File: config.mk
export PLATFORM = sky130hd
export DESIGN_NAME = stores
export DESIGN_NICKNAME = d
export VERILOG_FILES = /design/src/rtl/stores.sv
export SDC_FILE = /design/constraint.sdc
export NUM_CORES = 1
export LEC_CHECK = 0
export CORE_UTILIZATION = 41
export DETAILED_ROUTE_END_ITERATION = 8
export HOLD_SLACK_MARGIN = 0.12
export PLACE_DENSITY = 0.75
export SYNTH_ARGS = -nofsm -noshare
export SYNTH_HDL_FRONTEND = slang
export SYNTH_SLANG_ARGS = --single-unit
File: constraint.sdc
create_clock -name clk -period 1.4 [get_ports clk]
set_input_delay 0.42 -clock clk [delete_from_list [all_inputs] [get_ports clk]]
set_output_delay 0.42 -clock clk [all_outputs]
set_load 0.02 [all_outputs]
File: src/rtl/stores.sv
// Store-side half-word streamer: accepts one 32-bit word plus a store opcode and
// emits the selected 16-bit half or halves over a valid/ready output bus.
module stores #(
  parameter int HALF_W = 16
) (
  input  logic                clk,
  input  logic                rst,
  input  logic                in_valid,
  output logic                in_ready,
  input  logic [1:0]          opcode,
  input  logic [2*HALF_W-1:0] rs,
  output logic                out_valid,
  input  logic                out_ready,
  output logic [HALF_W-1:0]   out_data,
  output logic                out_last,
  output logic                op_err
);

  localparam logic [1:0] IDLE    = 2'd0;
  localparam logic [1:0] SEND_HI = 2'd1;
  localparam logic [1:0] SEND_LO = 2'd2;

  localparam logic [1:0] OP_SUH  = 2'b00;
  localparam logic [1:0] OP_SLH  = 2'b01;
  localparam logic [1:0] OP_SW   = 2'b10;

  logic [1:0]          state_q, state_d;
  logic [2*HALF_W-1:0] word_q,  word_d;
  logic [1:0]          op_q,    op_d;
  logic                err_q,   err_d;
  logic                accept;

  // in_ready is gated by rst so nothing is accepted while reset is held low.
  assign in_ready  = (state_q == IDLE) && rst;
  assign accept    = in_valid && in_ready;
  assign out_valid = (state_q != IDLE);
  assign op_err    = err_q;

  always_comb begin
    out_data = '0;
    out_last = 1'b0;
    case (state_q)
      SEND_HI: begin
        out_data = word_q[2*HALF_W-1:HALF_W];
        out_last = (op_q != OP_SW);
      end
      SEND_LO: begin
        out_data = word_q[HALF_W-1:0];
        out_last = 1'b1;
      end
      default: begin
        out_data = '0;
        out_last = 1'b0;
      end
    endcase
  end

  // Reserved opcodes are latched like any other but never leave IDLE.
  always_comb begin
    state_d = state_q;
    word_d  = word_q;
    op_d    = op_q;
    err_d   = 1'b0;
    case (state_q)
      IDLE: begin
        if (accept) begin
          word_d = rs;
          op_d   = opcode;
          case (opcode)
            OP_SUH:  state_d = SEND_HI;
            OP_SW:   state_d = SEND_HI;
            OP_SLH:  state_d = SEND_LO;
            default: err_d   = 1'b1;
          endcase
        end
      end
      SEND_HI: begin
        if (out_ready) begin
          state_d = (op_q == OP_SW) ? SEND_LO : IDLE;
        end
      end
      SEND_LO: begin
        if (out_ready) begin
          state_d = IDLE;
        end
      end
      default: state_d = IDLE;
    endcase
  end

  always_ff @(posedge clk or negedge rst) begin
    if (!rst) begin
      state_q <= IDLE;
      word_q  <= '0;
      op_q    <= '0;
      err_q   <= 1'b0;
    end else begin
      state_q <= state_d;
      word_q  <= word_d;
      op_q    <= op_d;
      err_q   <= err_d;
    end
  end

endmodule

* Yosys cells after proc, flatten, opt, wreduce, memory -nomap -nowiden
Index checks and enable logic that the tools add are counted.
** Word-level totals
- Flip-flop bits (word level) :: 37
- Output and inout port bits :: 20
** Cells by class
- Equality and inequality tests :: 10
- Multiplexer cells :: 11
- Reduce and logical (&&, ||, !) cells :: 9
** Operator list (number)
- 16-bit one-hot mux with 2 select lines :: 1
- 2-bit two-way mux :: 4
- 2-bit inequality test (second input constant) :: 4
- 2-bit == test (second input constant) :: 3
- 2-bit one-hot mux with 3 select lines :: 1
- 2-bit by 1-bit == test with 1-bit output (second input constant) :: 2
- 2-bit logical NOT :: 2
- 2-bit one-hot mux with 2 select lines :: 1
- 4-bit AND reduction :: 1
- 1-bit two-way mux :: 3
- 3-bit by 2-bit inequality test with 1-bit output (second input constant) :: 1
- 3-bit OR reduction :: 1
- 1-bit logical AND :: 2
- 1-bit one-hot mux with 2 select lines :: 1
- 2-bit AND reduction :: 1
- 2-bit nonzero test :: 1
- 2-bit OR reduction :: 1

* Longest topological paths before layout
- Depth in word-level cells :: 5
- Depth in mapped cells :: 7

* Worst setup path before layout
OpenSTA, ideal clock, no wires.
- Path type :: register -> output
- Start :: register state_q[1]
- End :: output port out_data[0]
- Arrival :: 1.338 ns
- Data required time :: 0.980 ns
- Slack :: -0.358 ns
- Stages on the path, launching flop included :: 7
- Path through :: dfrtp_1 inv_1 ha_1 buf_2 buf_2 a22oi_1 nor2b_1
** On the way
- Cells in the longest elaborated chain, start to end :: 2
- Elaborated cells between the ends (all ways) :: 3
** RTL lines
- start, declared :: line 27 : logic [1:0] state_q, state_d;
- start signal, assigned :: line 98 : state_q <= state_d;
- 2-bit == test or 2-bit by 1-bit == test with 1-bit output (tied branches) :: line 42 : case (state_q)
- 16-bit one-hot mux with 2 select lines * :: line 42
- end, declared :: line 14 : output logic [HALF_W-1:0] out_data,
Mark *: on every way between the ends. The rest lies on a longest branch, timed or not.

* Worst setup path in the final report
- Start :: register state_q[0]
- End :: output port out_data[3]
The elaborated chain is that of the path after synthesis.

==> run summary <==
Core ar. - 0.00435 mm^2
Max Root-Sink Buffers - 2
I/O pin cnt - 58
Most used cell, CP - buf_6
Sequential cell area fraction in the yosys report - 50.1%
Critical Path Source - state_q[0]
Power, Total - 7.42 mW
Root Driver - clkbuf_8
Total track usage - 24.2%
Achievable Freq - 507 MHz
Hold Crit Class - in -> async
CP Capture Type - primary output
Max Cap Viol - 0
RePlAce Congestion - 0.834
Clock latency reported for the late side of the worst-skew pair - 0.30 ns
CP max-delay cell - dfrtp_1
Vias in the first global route - 1714
Netlist cell types - 21
WP depth - 6
Fin cells - 288
Std cell rows - 24
Max-slew violations - 0
Vias per cell - 5.26
Power Density - 2260 mW/mm^2
Filler cell count in the final layout - 260
Crit path kind - reg -> out
Die footprint - 0.00478 mm^2
Post-Place Cell Area - 0.00282 mm^2
Largest area contributor in the netlist - dfrtp_1
CTS H-tree depth - 2
Final worst slack - -0.571 ns
Most frequent cells in the layout - 36 x clkdlybuf4s50_1, 36 x dfrtp_1, 35 x buf_6
Syn avg cell area - 13.4 um^2
Area grow syn2layout - 77.4%
Worst vdd ir - 1020 uV
Reg2reg setup slack - -0.27 ns
Largest net degree at the start of global routing - 28
Comb power frac - 62.1%
CP Data Arrival Time - 1.55 ns
Bufs and invs on worst path - 3
NetSw - 2.66 mW
GRT overflow - 0
YS warnings - 0
First drt pass iteration count - 4
# port buffers - 57
Hold slack - 0.298 ns
Worst-margin pin slew - 0.465 ns
Die width - 69.1 um
Reg2reg start - state_q[1]
WP data required - 0.98 ns
Nets@finish - 277
Antenna fix cells - 0
Inst Count DP - 268
DRC - 0
Initial DRC count - 47
Critical path startpoint category - flop
Biggest fanout along the worst timing path - 4
Initial antenna violation count - 0
CTS sink cnt - 37
Wirelength per Cell - 19.3 um
Final setup violation count - 55
DP HPWL - 3310 um
Setup crit end - out_data[3]
Status - complete, but fails checks
Failing checks - setup timing
Slew HR - 68.9%
Max incr delay on CP - 0.42 ns
Reg2reg path depth - 7
Delay-heaviest family, CP - flip-flops
Fin area - 0.00328 mm^2
Cell breakdown of the critical path - buf_6 -> ha_4 -> buf_6 -> a22oi_2 -> nor2b_2 -> buf_6
P_leak - 1.46 nW
Final Critical Period - 1.97 ns
Layout cell share with drive strength beyond 1 - 64.4%
First-pass GRT wire length - 8850 um
DR vias - 1515
Antenna-violating nets left - 0
Initial Util - 42.4%
Seq pwr share - 27.6%
Fin. Hold Viols - 0
Cell count after synthesis - 138
DP Worst Slack - -0.722 ns
Yosys top cell area share - 50.1%
Net Sw Frac - 35.8%
Power share of the clock group - 10.3%
Synthesized area - 0.00185 mm^2
Die height - 69.1 um
Tcrit/Tclk final - 141%
Internal Pwr Total - 4.77 mW
Largest cells by area after synthesis - dfrtp_1 50%, mux2_4 21%, a22oi_1 6.5%, nor2b_1 5.8%, mux2_2 4.3%
Skew final - 0.00755 ns
RSZ-0062 raised after global routing - true
#FFs+latches synth - 37
Final Routed Wirelength - 5570 um
CTS tree - built
Reg2reg end - word_q[23]
Total CTS buffers - 5
Synth Net Count - 179
CTS clk-pin slew, worst paths - 0.07 ns
## stage by stage
step / TNS [ns] / util [%]
after floorplan: -3.12 / -
after global placement: -22.60 / 64.8
after detailed placement: -23.52 / 64.8
after CTS: -16.76 / 74.3
after global routing: -20.01 / 75.3
final: -17.04 / 75.3
## state kept, by name (all words and copies together), names as in the netlist
signal and count:
op_err 1, op_q 2, state_q 2, word_q 32
## power by group through the flow
stage,sequential [mW],clock (mW),combinational (mW)
after detailed placement,1.97,0,3.54
after CTS,2.01,0.777,4.34
after floorplan,1.87,0,2.42
final,2.05,0.763,4.61
after global routing,2.10,0.830,4.85
after global placement,1.93,0,3.44
## synth_stat cells (all sizes together)
library cell  count
ha                3
nor2b            17
nor2              3
clkbuf            1
nand2             3
a32oi             1
a31oi             1
inv               5
a2bb2oi           1
and2              1
dfrtp            37
mux2             33
a22oi            16
buf               7
a21oi             3
o21ai             3
nand3             2
o31ai             1
## worst register-to-register path: cells and delay by family (launching register included)
family	cells	cell delay (ns)
fa+ha+maj	1	0.17
buf+inv	4	0.52
flops	1	0.46
mux	1	0.30
simple gates	1	0.11
## worst min path at each step
stage                            end  start
after global routing          op_err    rst
after floorplan               op_err    rst
after CTS                     op_err    rst
final                         op_err    rst
after detailed placement  word_q[16]    rst
after global placement     word_q[0]    rst
## final cells by class
type	count	area, um^2	area share (%)
multi-input combinational	88	1140	34.9
timing repair buffer	99	1030	31.5
inverter	5	23.8	0.725
tap	52	65.1	1.98
clock buffer	7	86.3	2.63
sequential	37	927	28.3
## metal layers
layer	GRT usage (%)	part of all wire, %
met1	26.9	38
met2	43.4	54
met3	6.43	4.6
met4	9.75	3.5
met5	0	0
## repair_timing
action | in CTS | in global routing
resized for setup | 151 | 25
gates cloned | 3 | 0
endpoints found under the hold margin | 10 | 0
setup buffers | 8 | 4
hold buffers | 1 | 0
pin swaps | 17 | 23
setup endpoints to repair | 56 | 57
## cells by family after synthesis
kind of cell	synth area share (%)
AO/OA/AOI/OAI	9.82
adder cells (fa/ha/maj)	2.03
buffers and inverters	4.13
flip-flops	50.1
multiplexers	25.4
AND/OR/NAND/NOR	8.53
Note: power is estimated with default switching activity, not from simulation.
